`config.mk`:
```
export PLATFORM = sky130hd
export DESIGN_NAME = draw_tank_sprite_flat
export DESIGN_NICKNAME = d
export VERILOG_FILES = /design/src/rtl/vga_pkg.sv /design/src/rtl/draw_tank_sprite_if.sv /design/src/rtl/vga_delay.sv /design/src/rtl/draw_tank_sprite.sv /design/src/flat_wrapper.sv
export SDC_FILE = /design/constraint.sdc
export NUM_CORES = 1
export LEC_CHECK = 0
export BUFFER_PORTS_ARGS = -buffer_cell sky130_fd_sc_hd__buf_2
export CORE_ASPECT_RATIO = 1.75
export CORE_UTILIZATION = 49
export CTS_CLUSTER_SIZE = 20
export DETAILED_ROUTE_END_ITERATION = 7
export GPL_TIMING_DRIVEN = 0
export HOLD_SLACK_MARGIN = 0.1
export MAX_ROUTING_LAYER = met4
export PLACE_DENSITY = 0.86
export SYNTH_ARGS = -nofsm -noshare
export SYNTH_HDL_FRONTEND = slang
export SYNTH_SLANG_ARGS = --single-unit
```
`constraint.sdc`:
```
create_clock -name clk -period 2.4 [get_ports clk]
set_input_delay 0.12 -clock clk [delete_from_list [all_inputs] [get_ports clk]]
set_output_delay 0.12 -clock clk [all_outputs]
set_load 0.02 [all_outputs]
```
`src/rtl/vga_pkg.sv`:
```
// Shared VGA pipeline types and constants: beam/colour widths, tank sprite defaults, timing bus struct.
package vga_pkg;

  localparam int HCOUNT_W = 11;
  localparam int RGB_W    = 12;

  localparam int               TANK_W           = 48;
  localparam int               TANK_H           = 64;
  localparam logic [RGB_W-1:0] TANK_TRANSPARENT = 12'hF0F;

  typedef struct packed {
    logic [HCOUNT_W-1:0] hcount;
    logic [HCOUNT_W-1:0] vcount;
    logic                hsync;
    logic                vsync;
    logic                hblnk;
    logic                vblnk;
  } vga_timing_t;

endpackage

```
`src/rtl/draw_tank_sprite_if.sv`:
```
// Pixel stream in/out, sprite position and sprite ROM port of the tank overlay stage.
interface draw_tank_sprite_if;
  import vga_pkg::*;

  logic [HCOUNT_W-1:0] hcount_in;
  logic [HCOUNT_W-1:0] vcount_in;
  logic                hsync_in;
  logic                vsync_in;
  logic                hblnk_in;
  logic                vblnk_in;
  logic [RGB_W-1:0]    rgb_in;
  logic [11:0]         xpos;
  logic [11:0]         ypos;
  logic [11:0]         pixel_addr;
  logic [RGB_W-1:0]    rgb_pixel;
  logic [HCOUNT_W-1:0] hcount_out;
  logic [HCOUNT_W-1:0] vcount_out;
  logic                hsync_out;
  logic                vsync_out;
  logic                hblnk_out;
  logic                vblnk_out;
  logic [RGB_W-1:0]    rgb_out;

  // Sprite stage view
  modport slave (
    input  hcount_in, vcount_in, hsync_in, vsync_in, hblnk_in, vblnk_in, rgb_in,
    input  xpos, ypos, rgb_pixel,
    output pixel_addr,
    output hcount_out, vcount_out, hsync_out, vsync_out, hblnk_out, vblnk_out, rgb_out
  );

  // Upstream pixel source / ROM / downstream sink view
  modport master (
    output hcount_in, vcount_in, hsync_in, vsync_in, hblnk_in, vblnk_in, rgb_in,
    output xpos, ypos, rgb_pixel,
    input  pixel_addr,
    input  hcount_out, vcount_out, hsync_out, vsync_out, hblnk_out, vblnk_out, rgb_out
  );

endinterface

```
`src/rtl/vga_delay.sv`:
```
// Fixed-depth shift register for pixel-aligned side signals; DEPTH cycles latency, no backpressure.
module vga_delay #(
  parameter int WIDTH = 1,
  parameter int DEPTH = 1
) (
  input  logic             clk,
  input  logic             rst_n,
  input  logic [WIDTH-1:0] din,
  output logic [WIDTH-1:0] dout
);

  logic [WIDTH-1:0] sr [DEPTH];

  always_ff @(posedge clk) begin
    if (!rst_n) begin
      for (int i = 0; i < DEPTH; i++) sr[i] <= '0;
    end else begin
      sr[0] <= din;
      for (int i = 1; i < DEPTH; i++) sr[i] <= sr[i-1];
    end
  end

  assign dout = sr[DEPTH-1];

endmodule

```
`src/rtl/draw_tank_sprite.sv`:
```
// Overlays the tank sprite on the VGA stream using a registered sprite ROM.
// 3-cycle latency on every output, 1 pixel/clk, free-running stream with no backpressure.
module draw_tank_sprite
  import vga_pkg::*;
#(
  parameter int               SPRITE_W    = TANK_W,
  parameter int               SPRITE_H    = TANK_H,
  parameter logic [RGB_W-1:0] TRANSPARENT = TANK_TRANSPARENT
) (
  input logic          clk,
  input logic          rst_n,
  draw_tank_sprite_if.slave vga
);

  localparam int DLY_W = $bits(vga_timing_t) + RGB_W;

  logic        vblnk_prev;
  logic [11:0] x_lat;
  logic [11:0] y_lat;

  logic [11:0] hc12;
  logic [11:0] vc12;
  logic [11:0] dx;
  logic [11:0] dy;
  logic        in_win;

  logic [11:0] pixel_addr_q;
  logic        in_win_d1;
  logic        in_win_d2;

  vga_timing_t      tim_in;
  vga_timing_t      tim_d2;
  vga_timing_t      tim_q;
  logic [RGB_W-1:0] rgb_d2;
  logic [RGB_W-1:0] rgb_q;
  logic [DLY_W-1:0] dly_in;
  logic [DLY_W-1:0] dly_out;

  // Position is sampled only at the start of vertical blanking so a frame never tears.
  always_ff @(posedge clk) begin
    if (!rst_n) begin
      vblnk_prev <= 1'b0;
      x_lat      <= '0;
      y_lat      <= '0;
    end else begin
      vblnk_prev <= vga.vblnk_in;
      if (vga.vblnk_in && !vblnk_prev) begin
        x_lat <= vga.xpos;
        y_lat <= vga.ypos;
      end
    end
  end

  always_comb begin
    hc12   = {1'b0, vga.hcount_in};
    vc12   = {1'b0, vga.vcount_in};
    dx     = hc12 - x_lat;
    dy     = vc12 - y_lat;
    in_win = (hc12 >= x_lat) && (dx < 12'(SPRITE_W)) &&
             (vc12 >= y_lat) && (dy < 12'(SPRITE_H)) &&
             !vga.hblnk_in && !vga.vblnk_in;
  end

  always_comb begin
    tim_in        = '0;
    tim_in.hcount = vga.hcount_in;
    tim_in.vcount = vga.vcount_in;
    tim_in.hsync  = vga.hsync_in;
    tim_in.vsync  = vga.vsync_in;
    tim_in.hblnk  = vga.hblnk_in;
    tim_in.vblnk  = vga.vblnk_in;
  end

  assign dly_in          = {tim_in, vga.rgb_in};
  assign {tim_d2, rgb_d2} = dly_out;

  vga_delay #(
    .WIDTH (DLY_W),
    .DEPTH (2)
  ) u_dly (
    .clk   (clk),
    .rst_n (rst_n),
    .din   (dly_in),
    .dout  (dly_out)
  );

  // Address issued at stage 1; the ROM answers during stage 2, so in_win rides two flops to meet it.
  always_ff @(posedge clk) begin
    if (!rst_n) begin
      pixel_addr_q <= '0;
      in_win_d1    <= 1'b0;
      in_win_d2    <= 1'b0;
      tim_q        <= '0;
      rgb_q        <= '0;
    end else begin
      pixel_addr_q <= in_win ? {dy[5:0], dx[5:0]} : 12'h000;
      in_win_d1    <= in_win;
      in_win_d2    <= in_win_d1;
      tim_q        <= tim_d2;
      rgb_q        <= (in_win_d2 && (vga.rgb_pixel != TRANSPARENT)) ? vga.rgb_pixel : rgb_d2;
    end
  end

  assign vga.pixel_addr = pixel_addr_q;
  assign vga.hcount_out = tim_q.hcount;
  assign vga.vcount_out = tim_q.vcount;
  assign vga.hsync_out  = tim_q.hsync;
  assign vga.vsync_out  = tim_q.vsync;
  assign vga.hblnk_out  = tim_q.hblnk;
  assign vga.vblnk_out  = tim_q.vblnk;
  assign vga.rgb_out    = rgb_q;

endmodule
```
`src/flat_wrapper.sv`:
```
// flat-port wrapper written by rule: the top's interface ports become plain ports
module draw_tank_sprite_flat import vga_pkg::*;
#(
  parameter int               SPRITE_W    = TANK_W,
  parameter int               SPRITE_H    = TANK_H,
  parameter logic [RGB_W-1:0] TRANSPARENT = TANK_TRANSPARENT
)
  (clk, rst_n, vga_hcount_in, vga_vcount_in, vga_hsync_in, vga_vsync_in, vga_hblnk_in, vga_vblnk_in, vga_rgb_in, vga_xpos, vga_ypos, vga_rgb_pixel, vga_pixel_addr, vga_hcount_out, vga_vcount_out, vga_hsync_out, vga_vsync_out, vga_hblnk_out, vga_vblnk_out, vga_rgb_out);
  draw_tank_sprite_if vga_i ();
  input logic clk;
  input logic rst_n;
  input wire logic [$bits(vga_i.hcount_in)-1:0] vga_hcount_in;
  input wire logic [$bits(vga_i.vcount_in)-1:0] vga_vcount_in;
  input wire logic [$bits(vga_i.hsync_in)-1:0] vga_hsync_in;
  input wire logic [$bits(vga_i.vsync_in)-1:0] vga_vsync_in;
  input wire logic [$bits(vga_i.hblnk_in)-1:0] vga_hblnk_in;
  input wire logic [$bits(vga_i.vblnk_in)-1:0] vga_vblnk_in;
  input wire logic [$bits(vga_i.rgb_in)-1:0] vga_rgb_in;
  input wire logic [$bits(vga_i.xpos)-1:0] vga_xpos;
  input wire logic [$bits(vga_i.ypos)-1:0] vga_ypos;
  input wire logic [$bits(vga_i.rgb_pixel)-1:0] vga_rgb_pixel;
  output wire logic [$bits(vga_i.pixel_addr)-1:0] vga_pixel_addr;
  output wire logic [$bits(vga_i.hcount_out)-1:0] vga_hcount_out;
  output wire logic [$bits(vga_i.vcount_out)-1:0] vga_vcount_out;
  output wire logic [$bits(vga_i.hsync_out)-1:0] vga_hsync_out;
  output wire logic [$bits(vga_i.vsync_out)-1:0] vga_vsync_out;
  output wire logic [$bits(vga_i.hblnk_out)-1:0] vga_hblnk_out;
  output wire logic [$bits(vga_i.vblnk_out)-1:0] vga_vblnk_out;
  output wire logic [$bits(vga_i.rgb_out)-1:0] vga_rgb_out;
  assign vga_i.hcount_in = vga_hcount_in;
  assign vga_i.vcount_in = vga_vcount_in;
  assign vga_i.hsync_in = vga_hsync_in;
  assign vga_i.vsync_in = vga_vsync_in;
  assign vga_i.hblnk_in = vga_hblnk_in;
  assign vga_i.vblnk_in = vga_vblnk_in;
  assign vga_i.rgb_in = vga_rgb_in;
  assign vga_i.xpos = vga_xpos;
  assign vga_i.ypos = vga_ypos;
  assign vga_i.rgb_pixel = vga_rgb_pixel;
  assign vga_pixel_addr = vga_i.pixel_addr;
  assign vga_hcount_out = vga_i.hcount_out;
  assign vga_vcount_out = vga_i.vcount_out;
  assign vga_hsync_out = vga_i.hsync_out;
  assign vga_vsync_out = vga_i.vsync_out;
  assign vga_hblnk_out = vga_i.hblnk_out;
  assign vga_vblnk_out = vga_i.vblnk_out;
  assign vga_rgb_out = vga_i.rgb_out;
  draw_tank_sprite #(.SPRITE_W(SPRITE_W), .SPRITE_H(SPRITE_H), .TRANSPARENT(TRANSPARENT)) u_core (.clk(clk), .rst_n(rst_n), .vga(vga_i));
endmodule
```
==> impl_table.tex, run 1 <==
\begin{tabular}{lr}
\hline
Metric & Value \\
\hline
\multicolumn{2}{l}{\textbf{Status}} \\
\quad Result of the run & complete, but fails checks \\
\quad Violated checks & design-rule violations, negative setup slack \\
\multicolumn{2}{l}{\textbf{Hold path}} \\
\quad Worst hold-check path type & in2reg \\
\quad Hold path start & vga\_hcount\_in[0] \\
\multicolumn{2}{l}{\textbf{Setup path}} \\
\quad CP endpoint kind & flip-flop \\
\quad Critical-path cell with the highest stage delay & dfxtp\_2 \\
\quad Source of the worst register-to-register timing path & u\_core.x\_lat[0] \\
\quad Crit-path max FO & 5 \\
\quad Element type at the critical path start & flip-flop \\
\quad CP Cell Sequence & ha\_4, inv\_2, fa\_2, a21o\_1, a21oi\_4, o22a\_1, nand4\_1, nor4\_2, o211ai\_2, buf\_6, nor3b\_4 \\
\quad WP data required & 2.73 ns \\
\quad Data arrival time of the worst path & 2.85 ns \\
\quad Kind of critical path & reg2reg \\
\quad Launch point of the critical path & u\_core.x\_lat[0] \\
\quad Register-to-register setup slack & -0.11 ns \\
\quad Delay of the slowest cell on the worst path & 0.35 ns \\
\multicolumn{2}{l}{\textbf{STA}} \\
\quad Slew at the pin with the worst max-slew slack & 0.656 ns \\
\quad Final worst clock skew & 0.0103 ns \\
\quad Number of setup violations in the final report & 10 \\
\quad Hold violation count in the final report & 0 \\
\quad Max\_slew headroom & 0.563 \\
\quad Min Clock Period, post-route & 2.51 ns \\
\quad Ratio of final minimum period to clock period & 1.05 \\
\quad Unrepaired setup endpoints after global routing & true \\
\quad Upper clock frequency limit & 398 MHz \\
\quad Max-slew violation total from the final report & 0 \\
\quad Setup ws final & -0.115 ns \\
\multicolumn{2}{l}{\textbf{Detailed routing}} \\
\quad Routed length on met2 & 8570 µm \\
\quad Routed metal-1 wirelength & 5450 µm \\
\quad Highest metal layer with signal wires & met4 \\
\quad Met3 routed wirelength & between 600 and 700 µm \\
\quad DRC Markers & 18 \\
\quad Count of antenna-violating nets left after detailed routing & 0 \\
\quad DRT Pass-1 Iters & 7 \\
\quad Wire per inst & 15.9 µm \\
\quad Routed via count divided by cell count & $\sim$5 \\
\quad Starting DRC count in detailed routing & 206 \\
\quad Final wirelength & 15400 µm \\
\quad Via count & between 4000 and 5000 \\
\multicolumn{2}{l}{\textbf{Synth}} \\
\quad Sequential area share after synthesis & 0.521 \\
\quad Post-synth EDFFs & 0 \\
\quad Dominant register cell in the synthesized netlist & dfxtp\_1 \\
\quad Number of register bits inferred by synthesis & 152 \\
\quad Async SR Flop Fraction & 0 \\
\quad Area share of the largest cell type after synthesis & 0.521 \\
\quad Netlist area before placement & roughly 5800 µm² \\
\quad Synth Warn \# & 0 \\
\quad Most numerous cell in the Yosys netlist & dfxtp\_1 \\
\quad Number of library cell types mapped by synthesis & 59 \\
\quad Number of instances in the synthesized netlist & 585 \\
\quad Top cells by area in the synthesized netlist & dfxtp\_1 52\%, and2\_1 11\%, ha\_1 4.7\% \\
\quad Net Count, Synth & between 600 and 700 \\
\quad Synth cell count leaders & 152 x dfxtp\_1, 103 x and2\_1, 68 x nand2\_1 \\
\quad Avg Synthesized Cell Area & 9.98 µm² \\
\quad Biggest area consumer among synthesized cells & dfxtp\_1 \\
\multicolumn{2}{l}{\textbf{Final layout}} \\
\quad Fraction of layout instances using a drive strength above 1 & 0.261 \\
\quad NumNets Final & around 900 \\
\quad Post-layout util & 0.712 \\
\quad Final cell count without fillers & 966 \\
\quad Filler Cell Count & 814 \\
\quad Register Area & 3050 µm² \\
\quad Multi-input gate area in the final layout & 2730 µm² \\
\quad Area overhead of the layout relative to synthesis & 41.2\% \\
\multicolumn{2}{l}{\textbf{Floorplanning}} \\
\quad Die X-Extent & approximately 85 µm \\
\quad Standard-cell rows & 52 \\
\quad Core ar. & 11600 µm² \\
\quad Ports placed on the boundary & 126 \\
\quad Die extent in y & around 150 µm \\
\quad Floorplan die area & around 12000 µm² \\
\quad Initial core utilization & 0.504 \\
\multicolumn{2}{l}{\textbf{Clocking}} \\
\quad Root buffer selected by CTS & clkbuf\_16 \\
\quad H-tree level count & 4 \\
\quad Clock Sink Count & 152 \\
\quad Num CTS Buffers & 17 \\
\quad Number of buffers on the longest clock path & 2 \\
\quad TritonCTS clock tree & built \\
\quad Clock slew at reported path FFs & 0.06 ns \\
\quad Clk\_lat worst skew & 0.42 ns \\
\multicolumn{2}{l}{\textbf{Power and ir drop}} \\
\quad Power density over cell area & 740 nW/µm² \\
\quad Peak VDD IR & 0.724 mV \\
\quad PnR Total Power & slightly above 6 mW \\
\quad Static leakage & 3.62 nW \\
\multicolumn{2}{l}{\textbf{GRT}} \\
\quad Wire length of the first global-routing pass & 24200 µm \\
\quad Pin count of the biggest net entering global routing & 17 \\
\quad Leftover overflow at the end of global routing & 0 \\
\quad Antenna violations before repair & 1 \\
\quad Vias in the first global route & 5011 \\
\quad Gr usage total & 0.263 \\
\multicolumn{2}{l}{\textbf{Placement}} \\
\quad Gpl congestion & 0.849 \\
\quad Port-buffer cells & 125 \\
\quad Worst Setup Slack post-DPL & -0.350 ns \\
\quad Cell Count Post-Placement & about 850 \\
\quad Sum of net half-perimeters after detailed placement & between 9000 and 10000 µm \\
\multicolumn{2}{l}{\textbf{Run}} \\
\quad Maximum capacitance violations & 0 \\
\hline
\end{tabular}
==> cells by family after synthesis <==
| family | count (synthesis) | share of synthesized area |
|---|---|---|
| AO/OA/AOI/OAI | 83 | 0.102 |
| multiplexers | 13 | 0.0223 |
| buffers and inverters | 55 | 0.0382 |
| flip-flops | 152 | 0.521 |
| XOR/XNOR | 7 | 0.0105 |
| adder cells (fa/ha/maj) | 24 | 0.0540 |
| AND/OR/NAND/NOR | 251 | 0.252 |
==> worst max-delay path, delay by kind of cell (launching register included) <==
family / cells / cell delay (ns)
buffers and inverters: 2 / 0.22
adders and majority gates: 2 / 0.47
DFF: 1 / 0.35
and+or+nand+nor: 3 / 0.66
AOI/OAI and AO/OA: 4 / 0.72
==> power by group <==
group / leakage [nW] / switching (mW) / internal [mW]
clock network: 0.272 / 1.10 / 1.45
logic: 2.10 / 0.452 / 0.441
registers: 1.25 / 0.0331 / 2.62
total: 3.62 / 1.58 / 4.52
==> through the flow <==
step / hold slack (ns) / TNS, ns / area, µm²
floorplan: 0.242 / 0 / 5840
global placement: 0.325 / -3.65 / 6640
detailed placement: 0.330 / -3.97 / 6640
CTS: 0.120 / -0.113 / 8170
global route: 0.152 / -2.34 / 8240
finish: 0.146 / -0.459 / 8240
==> cells in the final DEF (no fill, tap or decap), drive strengths merged, types with 11 or more instances in the layout <==
cell type | synthesis | final
a21oi | 14 | 14
mux2i | 13 | 13
nor2b | 17 | 17
nor2 | 11 | 11
nand2 | 68 | 68
and2 | 103 | 103
ha | 22 | 22
dlygate4sd3 | 0 | 74
a21boi | 28 | 28
dfxtp | 152 | 152
inv | 26 | 31
nor3 | 12 | 12
clkbuf | 23 | 41
buf | 6 | 146
==> per-layer routing <==
metal / track usage / vias up
met2: 0.491 / 164
met5: - / -
met3: 0.0526 / 65
met4: 0.152 / 0
li1: - / 2401
met1: 0.242 / 2302
==> cell type report <==
cell class	instances	area share
Inverter	26	0.0118
Sequential cell	152	0.370
Clock inverter	13	0.0170
Antenna cell	1	0.000304
Buffer	29	0.0178
Multi-Input combinational cell	378	0.332
Tap cell	135	0.0205
Clock buffer	18	0.0521
Timing Repair Buffer	214	0.179
==> worst paths after layout <==
path	cells after the start	to
max	11	u_core.in_win_d1
min	4	u_core.vga.pixel_addr[0]
max reg2reg	11	u_core.in_win_d1
min reg2reg	1	u_core.u_dly.sr[0][55]
==> sequential cells by signal (all words and copies together) (netlist names), 11 cells and up <==
signal,flops
u_core.u_dly.sr,76
u_core.vga.pixel_addr,12
u_core.vga.rgb_out,12
u_core.x_lat,12
u_core.y_lat,12
u_core.vga.hcount_out,11
u_core.vga.vcount_out,11
==> repair_timing <==
action	CTS	global route
hold buffers	74	0
gates cloned	1	0
gates resized for setup	31	9
pin swaps	13	7
buffers inserted	12	2
setup endpoints to repair	13	13
hold endpoints to repair	74	0
Note: power is estimated with default switching activity, not from simulation.
==> inputs of run 2 (changes only) <==
Settings changed: SETUP_SLACK_MARGIN set to 0.3.
==> impl_table.tex, run 2 (synthesis gave the netlist of run 1 again) <==
\begin{tabular}{lr}
\hline
Metric & Value \\
\hline
\multicolumn{2}{l}{\textbf{Hold path}} \\
\quad Worst hold-check path type & in2reg \\
\multicolumn{2}{l}{\textbf{Setup path}} \\
\quad R2R depth & 10 \\
\quad Launch point of the critical path & u\_core.y\_lat[0] \\
\quad WP data required & 2.74 ns \\
\quad CP bufs+invs & 1 \\
\quad Crit-path max FO & 5 \\
\quad Critical Path End & u\_core.in\_win\_d1 \\
\quad CP Cell Sequence & ha\_1, fa\_1, nor2b\_2, nor3\_1, o21a\_1, xnor2\_1, nor4\_2, o211ai\_2, buf\_6, nor3b\_2 \\
\quad Delay of the slowest cell on the worst path & roughly 0.42 ns \\
\quad Endpoint of the lowest-slack register-to-register path & u\_core.in\_win\_d1 \\
\quad Category of cells accounting for the largest share of critical-path delay & simple AND/OR/NAND/NOR gates \\
\quad Element type at the critical path start & flip-flop \\
\quad Kind of critical path & reg2reg \\
\quad CP endpoint kind & flip-flop \\
\quad Critical-path cell with the highest stage delay & fa\_1 \\
\quad Register-to-register setup slack & -0.13 ns \\
\quad Data arrival time of the worst path & 2.87 ns \\
\quad Logic depth of the worst setup path including buffers & 10 \\
\quad Source of the worst register-to-register timing path & u\_core.y\_lat[0] \\
\multicolumn{2}{l}{\textbf{Detailed routing}} \\
\quad Starting DRC count in detailed routing & about 190 \\
\quad Via count & 4892 \\
\quad DRT Pass-1 Iters & 7 \\
\quad Wire per inst & 16.3 µm \\
\quad Count of antenna-violating nets left after detailed routing & 0 \\
\quad Final wirelength & 15700 µm \\
\quad DRC Markers & 8 \\
\quad Routed via count divided by cell count & roughly 5 \\
\multicolumn{2}{l}{\textbf{Placement}} \\
\quad Sum of net half-perimeters after detailed placement & 10200 µm \\
\quad Gpl congestion & 0.858 \\
\quad Port-buffer cells & 125 \\
\quad Worst Setup Slack post-DPL & -0.239 ns \\
\multicolumn{2}{l}{\textbf{Clocking}} \\
\quad TritonCTS clock tree & built \\
\quad Clk\_lat worst skew & 0.42 ns \\
\quad Clock slew at reported path FFs & around 0.06 ns \\
\quad Clock Sink Count & 152 \\
\quad Root buffer selected by CTS & clkbuf\_16 \\
\quad Num CTS Buffers & 17 \\
\quad Number of buffers on the longest clock path & 2 \\
\quad H-tree level count & 4 \\
\multicolumn{2}{l}{\textbf{STA}} \\
\quad Upper clock frequency limit & 396 MHz \\
\quad Max\_slew headroom & 0.579 \\
\quad Number of setup violations in the final report & 13 \\
\quad Min Clock Period, post-route & 2.53 ns \\
\quad Final worst clock skew & 0.00794 ns \\
\quad Slew at the pin with the worst max-slew slack & between 0.6 and 0.7 ns \\
\quad Unrepaired setup endpoints after global routing & true \\
\quad Hold violation count in the final report & 0 \\
\quad Worst-case hold slack & $\sim$0.14 ns \\
\quad Max-slew violation total from the final report & 0 \\
\quad Ratio of final minimum period to clock period & 1.05 \\
\quad Setup TNS after final layout & -0.940 ns \\
\quad Setup ws final & -0.126 ns \\
\multicolumn{2}{l}{\textbf{Final layout}} \\
\quad Leading cell type in the layout, fill and taps excluded & dfxtp\_1 \\
\quad Area overhead of the layout relative to synthesis & 42.0\% \\
\quad NumNets Final & 917 \\
\quad Register bank with the most flops & u\_core.u\_dly.sr \\
\quad Number of flip-flops in the largest register & 76 \\
\quad Fraction of layout instances using a drive strength above 1 & 0.264 \\
\quad Most used cells in the layout excluding fill and tap cells & 149 x dfxtp\_1, 127 x buf\_2, 103 x and2\_1, 74 x dlygate4sd3\_1, 68 x nand2\_1 \\
\multicolumn{2}{l}{\textbf{Floorplanning}} \\
\quad Die extent in y & 146 µm \\
\quad Ports placed on the boundary & 126 \\
\quad Floorplan die area & 12400 µm² \\
\quad Core ar. & 11600 µm² \\
\quad Initial core utilization & 0.504 \\
\quad Die X-Extent & approximately 85 µm \\
\quad Standard-cell rows & 52 \\
\multicolumn{2}{l}{\textbf{GRT}} \\
\quad Antenna violations before repair & 2 \\
\quad Wire length of the first global-routing pass & 24700 µm \\
\quad Leftover overflow at the end of global routing & 0 \\
\quad Gr usage total & 0.271 \\
\quad Pin count of the biggest net entering global routing & 17 \\
\quad Vias in the first global route & 5104 \\
\multicolumn{2}{l}{\textbf{Run}} \\
\quad Maximum capacitance violations & 0 \\
\multicolumn{2}{l}{\textbf{Power and ir drop}} \\
\quad Static leakage & about 3.6 nW \\
\quad PnR Total Power & $\sim$6.3 mW \\
\quad Power density over cell area & 759 nW/µm² \\
\quad Peak VDD IR & 0.607 mV \\
\multicolumn{2}{l}{\textbf{Status}} \\
\quad Result of the run & complete, but fails checks \\
\quad Violated checks & design-rule violations, negative setup slack \\
\hline
\end{tabular}
run 2: cell count changes in the layout (fill, tap and decap cells not counted), sizes merged:
cell,delta
diode,+1
inv,-1
clkinvlp,-2
buf,-1
bufinv,+2
run 2: tightest hold or removal path, cell delays in order:
cell	delay, ns
buf_2	0.14
inv_1	0.06
ha_1	0.14
nor4b_2	0.05
run 2: worst min path at each step:
stage	startpoint	end	depth (start not counted)
2_1_floorplan	vga_vblnk_in	u_core.u_dly.sr[0][12]	1
3_3_place_gp	vga_rgb_in[0]	u_core.u_dly.sr[0][0]	2
3_5_place_dp	vga_rgb_in[8]	u_core.u_dly.sr[0][8]	2
4_1_cts	vga_vcount_in[0]	u_core.vga.pixel_addr[6]	4
5_1_grt	vga_vcount_in[0]	u_core.vga.pixel_addr[6]	4
6_report	vga_vcount_in[0]	u_core.vga.pixel_addr[6]	4
run 2: area by class of cell:
| type | count | area, µm² |
|---|---|---|
| tap | 135 | 169 |
| antenna | 2 | 5.00 |
| clock inverter | 12 | 166 |
| buffer | 29 | 146 |
| sequential | 152 | 3050 |
| fill | 805 | 3290 |
| timing repair buffer | 213 | 1470 |
| clock buffer | 18 | 439 |
| multi-input combinational | 378 | 2750 |
| inverter | 26 | 97.6 |
run 2: per-layer routing:
metal / wire length [µm] / vias up / GRT usage / part of all wire
met4: 956 / 0 / 0.187 / 0.061
met2: 8620 / 174 / 0.484 / 0.55
li1: - / 2397 / - / -
met3: 615 / 70 / 0.0594 / 0.039
met5: 0 / - / - / 0
met1: 5510 / 2251 / 0.253 / 0.35
run 2: timing repair:
action / in CTS / in global routing
buffers inserted: 9 / 4
pin swaps: 9 / 10
resized for setup: 16 / 16
endpoints found under the hold margin: 74 / 0
hold buffers: 74 / 0
setup endpoints to repair: 13 / 13
gates cloned: 1 / 0
run 2: stage by stage:
step	util	std cells	instance area [µm²]
6_report	0.716	965	8290
4_1_cts	0.706	959	8180
3_3_place_gp	0.576	845	6680
3_5_place_dp	0.576	845	6680
5_1_grt	0.716	965	8290
2_1_floorplan	-	585	5880
run 2: report_power, final:
| part | internal [mW] | switching [mW] |
|---|---|---|
| Sequential | 2.62 | 0.0329 |
| Clock | 1.67 | 1.06 |
| Combinational | 0.444 | 0.457 |
==> inputs of run 3 (changes only) <==
Settings changed: BUFFER_PORTS_ARGS -buffer_cell sky130_fd_sc_hd__buf_2 to -buffer_cell sky130_fd_sc_hd__buf_4, CORE_MARGIN set to 2.
==> impl_table.tex, run 3 (synthesis gave the netlist of run 1 again) <==
\begin{tabular}{lr}
\hline
Metric & Value \\
\hline
\multicolumn{2}{l}{\textbf{Power and ir drop}} \\
\quad Static leakage & 3.75 nW \\
\quad Power density over cell area & 736 nW/µm² \\
\quad Part of the power in registers & 0.415 \\
\quad PnR Total Power & roughly 6.4 mW \\
\quad Switching power as a share of total power & 0.264 \\
\quad Clock network fraction of design power & 0.428 \\
\quad Net switching power & 1.69 mW \\
\quad Peak VDD IR & 0.596 mV \\
\quad P\_int & 4.71 mW \\
\quad Gate power share & 0.157 \\
\multicolumn{2}{l}{\textbf{GRT}} \\
\quad Leftover overflow at the end of global routing & 0 \\
\quad Antenna violations before repair & 0 \\
\quad Pin count of the biggest net entering global routing & 17 \\
\quad Wire length of the first global-routing pass & 25100 µm \\
\quad Vias in the first global route & 5105 \\
\quad Gr usage total & 0.262 \\
\multicolumn{2}{l}{\textbf{Clocking}} \\
\quad Clock Sink Count & roughly 150 \\
\quad Root buffer selected by CTS & clkbuf\_16 \\
\quad Num CTS Buffers & 17 \\
\quad Clock slew at reported path FFs & 0.07 ns \\
\quad TritonCTS clock tree & built \\
\quad Clk\_lat worst skew & 0.43 ns \\
\quad H-tree level count & 4 \\
\quad Number of buffers on the longest clock path & 2 \\
\multicolumn{2}{l}{\textbf{Final layout}} \\
\quad Fraction of layout instances using a drive strength above 1 & 0.274 \\
\quad Antenna fix cells & 0 \\
\quad Post-layout util & 0.751 \\
\quad Most used cells in the layout excluding fill and tap cells & 149 x dfxtp\_1, 143 x buf\_4, 103 x and2\_1, 74 x dlygate4sd3\_1, 68 x nand2\_1 \\
\quad Area overhead of the layout relative to synthesis & 49.1\% \\
\quad Register Area & 3050 µm² \\
\quad Number of flip-flops in the largest register & 76 \\
\quad NumNets Final & 922 \\
\quad Filler Cell Count & 692 \\
\quad Multi-input gate area in the final layout & 2810 µm² \\
\quad Leading cell type in the layout, fill and taps excluded & dfxtp\_1 \\
\quad Register bank with the most flops & u\_core.u\_dly.sr \\
\multicolumn{2}{l}{\textbf{Floorplanning}} \\
\quad Die X-Extent & 86.5 µm \\
\quad Core ar. & 11600 µm² \\
\quad Floorplan die area & 12800 µm² \\
\quad Initial core utilization & 0.504 \\
\quad Ports placed on the boundary & roughly 130 \\
\quad Die extent in y & 148 µm \\
\quad Standard-cell rows & 52 \\
\multicolumn{2}{l}{\textbf{Status}} \\
\quad Result of the run & complete, but fails checks \\
\quad Violated checks & negative setup slack \\
\multicolumn{2}{l}{\textbf{Setup path}} \\
\quad Kind of critical path & reg2reg \\
\quad Element type at the critical path start & flip-flop \\
\quad CP endpoint kind & flip-flop \\
\quad Delay of the slowest cell on the worst path & 0.36 ns \\
\quad Data arrival time of the worst path & between 2 and 3 ns \\
\quad Launch point of the critical path & u\_core.x\_lat[0] \\
\quad CP bufs+invs & 4 \\
\quad WP data required & 2.71 ns \\
\quad Crit-path max FO & 5 \\
\quad CP Cell Sequence & ha\_4, inv\_2, fa\_2, a21o\_1, a21oi\_4, buf\_6, buf\_4, nor4bb\_2, nor4\_2, o211ai\_4, buf\_2, nor3\_2 \\
\quad Critical-path cell with the highest stage delay & dfxtp\_2 \\
\quad Logic depth of the worst setup path including buffers & 12 \\
\quad R2R depth & 12 \\
\quad Category of cells accounting for the largest share of critical-path delay & buffers and inverters \\
\quad Source of the worst register-to-register timing path & u\_core.x\_lat[0] \\
\multicolumn{2}{l}{\textbf{Detailed routing}} \\
\quad DRC Markers & 0 \\
\quad Count of antenna-violating nets left after detailed routing & 0 \\
\quad Wire per inst & 17.6 µm \\
\quad Starting DRC count in detailed routing & 283 \\
\quad Via count & 5110 \\
\quad Routed via count divided by cell count & 5.27 \\
\quad DRT Pass-1 Iters & 5 \\
\quad Final wirelength & 17100 µm \\
\multicolumn{2}{l}{\textbf{STA}} \\
\quad Max-slew violation total from the final report & 0 \\
\quad Max\_slew headroom & 0.579 \\
\quad Ratio of final minimum period to clock period & 1.07 \\
\quad Setup ws final & -0.165 ns \\
\quad Setup TNS after final layout & -1.64 ns \\
\quad Upper clock frequency limit & 390 MHz \\
\quad Number of setup violations in the final report & 13 \\
\quad Min Clock Period, post-route & 2.57 ns \\
\quad Slew at the pin with the worst max-slew slack & 0.631 ns \\
\quad Hold violation count in the final report & 0 \\
\quad Final worst clock skew & 0.00808 ns \\
\quad Unrepaired setup endpoints after global routing & true \\
\multicolumn{2}{l}{\textbf{Run}} \\
\quad Maximum capacitance violations & 0 \\
\multicolumn{2}{l}{\textbf{Placement}} \\
\quad Gpl congestion & 0.867 \\
\quad Port-buffer cells & 125 \\
\quad Sum of net half-perimeters after detailed placement & 10300 µm \\
\multicolumn{2}{l}{\textbf{Hold path}} \\
\quad Hold path start & vga\_hcount\_in[0] \\
\quad Cell depth of the worst min-delay path & 4 \\
\quad Worst hold-check path type & in2reg \\
\hline
\end{tabular}
run 3: cell count changes in the layout (fill, tap and decap cells not counted), sizes merged:
cell and delta:
buf +6, bufinv -1, clkbuf -1, clkinv -2, diode -2, inv +5
run 3: worst paths after layout:
check                                                end  slack (ns)
worst min-delay path            u_core.vga.pixel_addr[0]        0.15
worst max register to register  u_core.vga.pixel_addr[5]       -0.17
worst max-delay path            u_core.vga.pixel_addr[5]       -0.17
worst min register to register    u_core.u_dly.sr[0][56]        0.43
run 3: cell type report:
type,instances,area share
clock buffers,18,0.0493
flip-flops and latches,152,0.350
multi-input cells,378,0.323
inverters,26,0.0112
repair buffers,218,0.210
plain buffers,29,0.0173
well taps,135,0.0194
clock inverters,14,0.0201
run 3: layer usage:
layer	part of all wire	up-vias	track usage	wire, µm
met5	0	-	-	0
met1	0.34	2417	0.251	5850
li1	-	2417	-	-
met2	0.56	204	0.482	9610
met4	0.048	0	0.123	812
met3	0.047	72	0.0588	799
run 3: worst reg2reg max path: cells and delay by family, from the launching register on:
kind                     cells  cell delay [ns]
AND/OR/NAND/NOR              3             0.53
AO/OA/AOI/OAI                3             0.53
buffers and inverters        4             0.55
flip-flops                   1             0.36
adder cells (fa/ha/maj)      2             0.48
run 3: what timing repair did:
item | 4_1_cts | 5_1_grt
setup buffers | 5 | 13
pin swaps | 5 | 10
endpoints found under the hold margin | 74 | 0
hold buffers | 74 | 0
endpoints found under the setup margin | 13 | 13
cloned | 1 | 0
resized for setup | 13 | 33
run 3: power by group through the flow:
stage | Sequential, mW | Clock, mW | Combinational [mW]
2_1_floorplan | 2.72 | 0 | 0.457
3_3_place_gp | 2.70 | 0 | 0.710
3_5_place_dp | 2.71 | 0 | 0.733
4_1_cts | 2.65 | 2.74 | 0.874
5_1_grt | 2.66 | 2.87 | 1.07
6_report | 2.66 | 2.74 | 1.00
run 3: through the flow:
stage	hold WS (ns)	setup slack (ns)	cells	cell area (µm²)
floorplan	0.242	0.171	585	5880
global placement	0.327	-0.251	845	6990
detailed placement	0.332	-0.328	845	6990
CTS	0.145	-0.221	957	8440
global route	0.156	-0.283	970	8700
finish	0.150	-0.165	970	8700
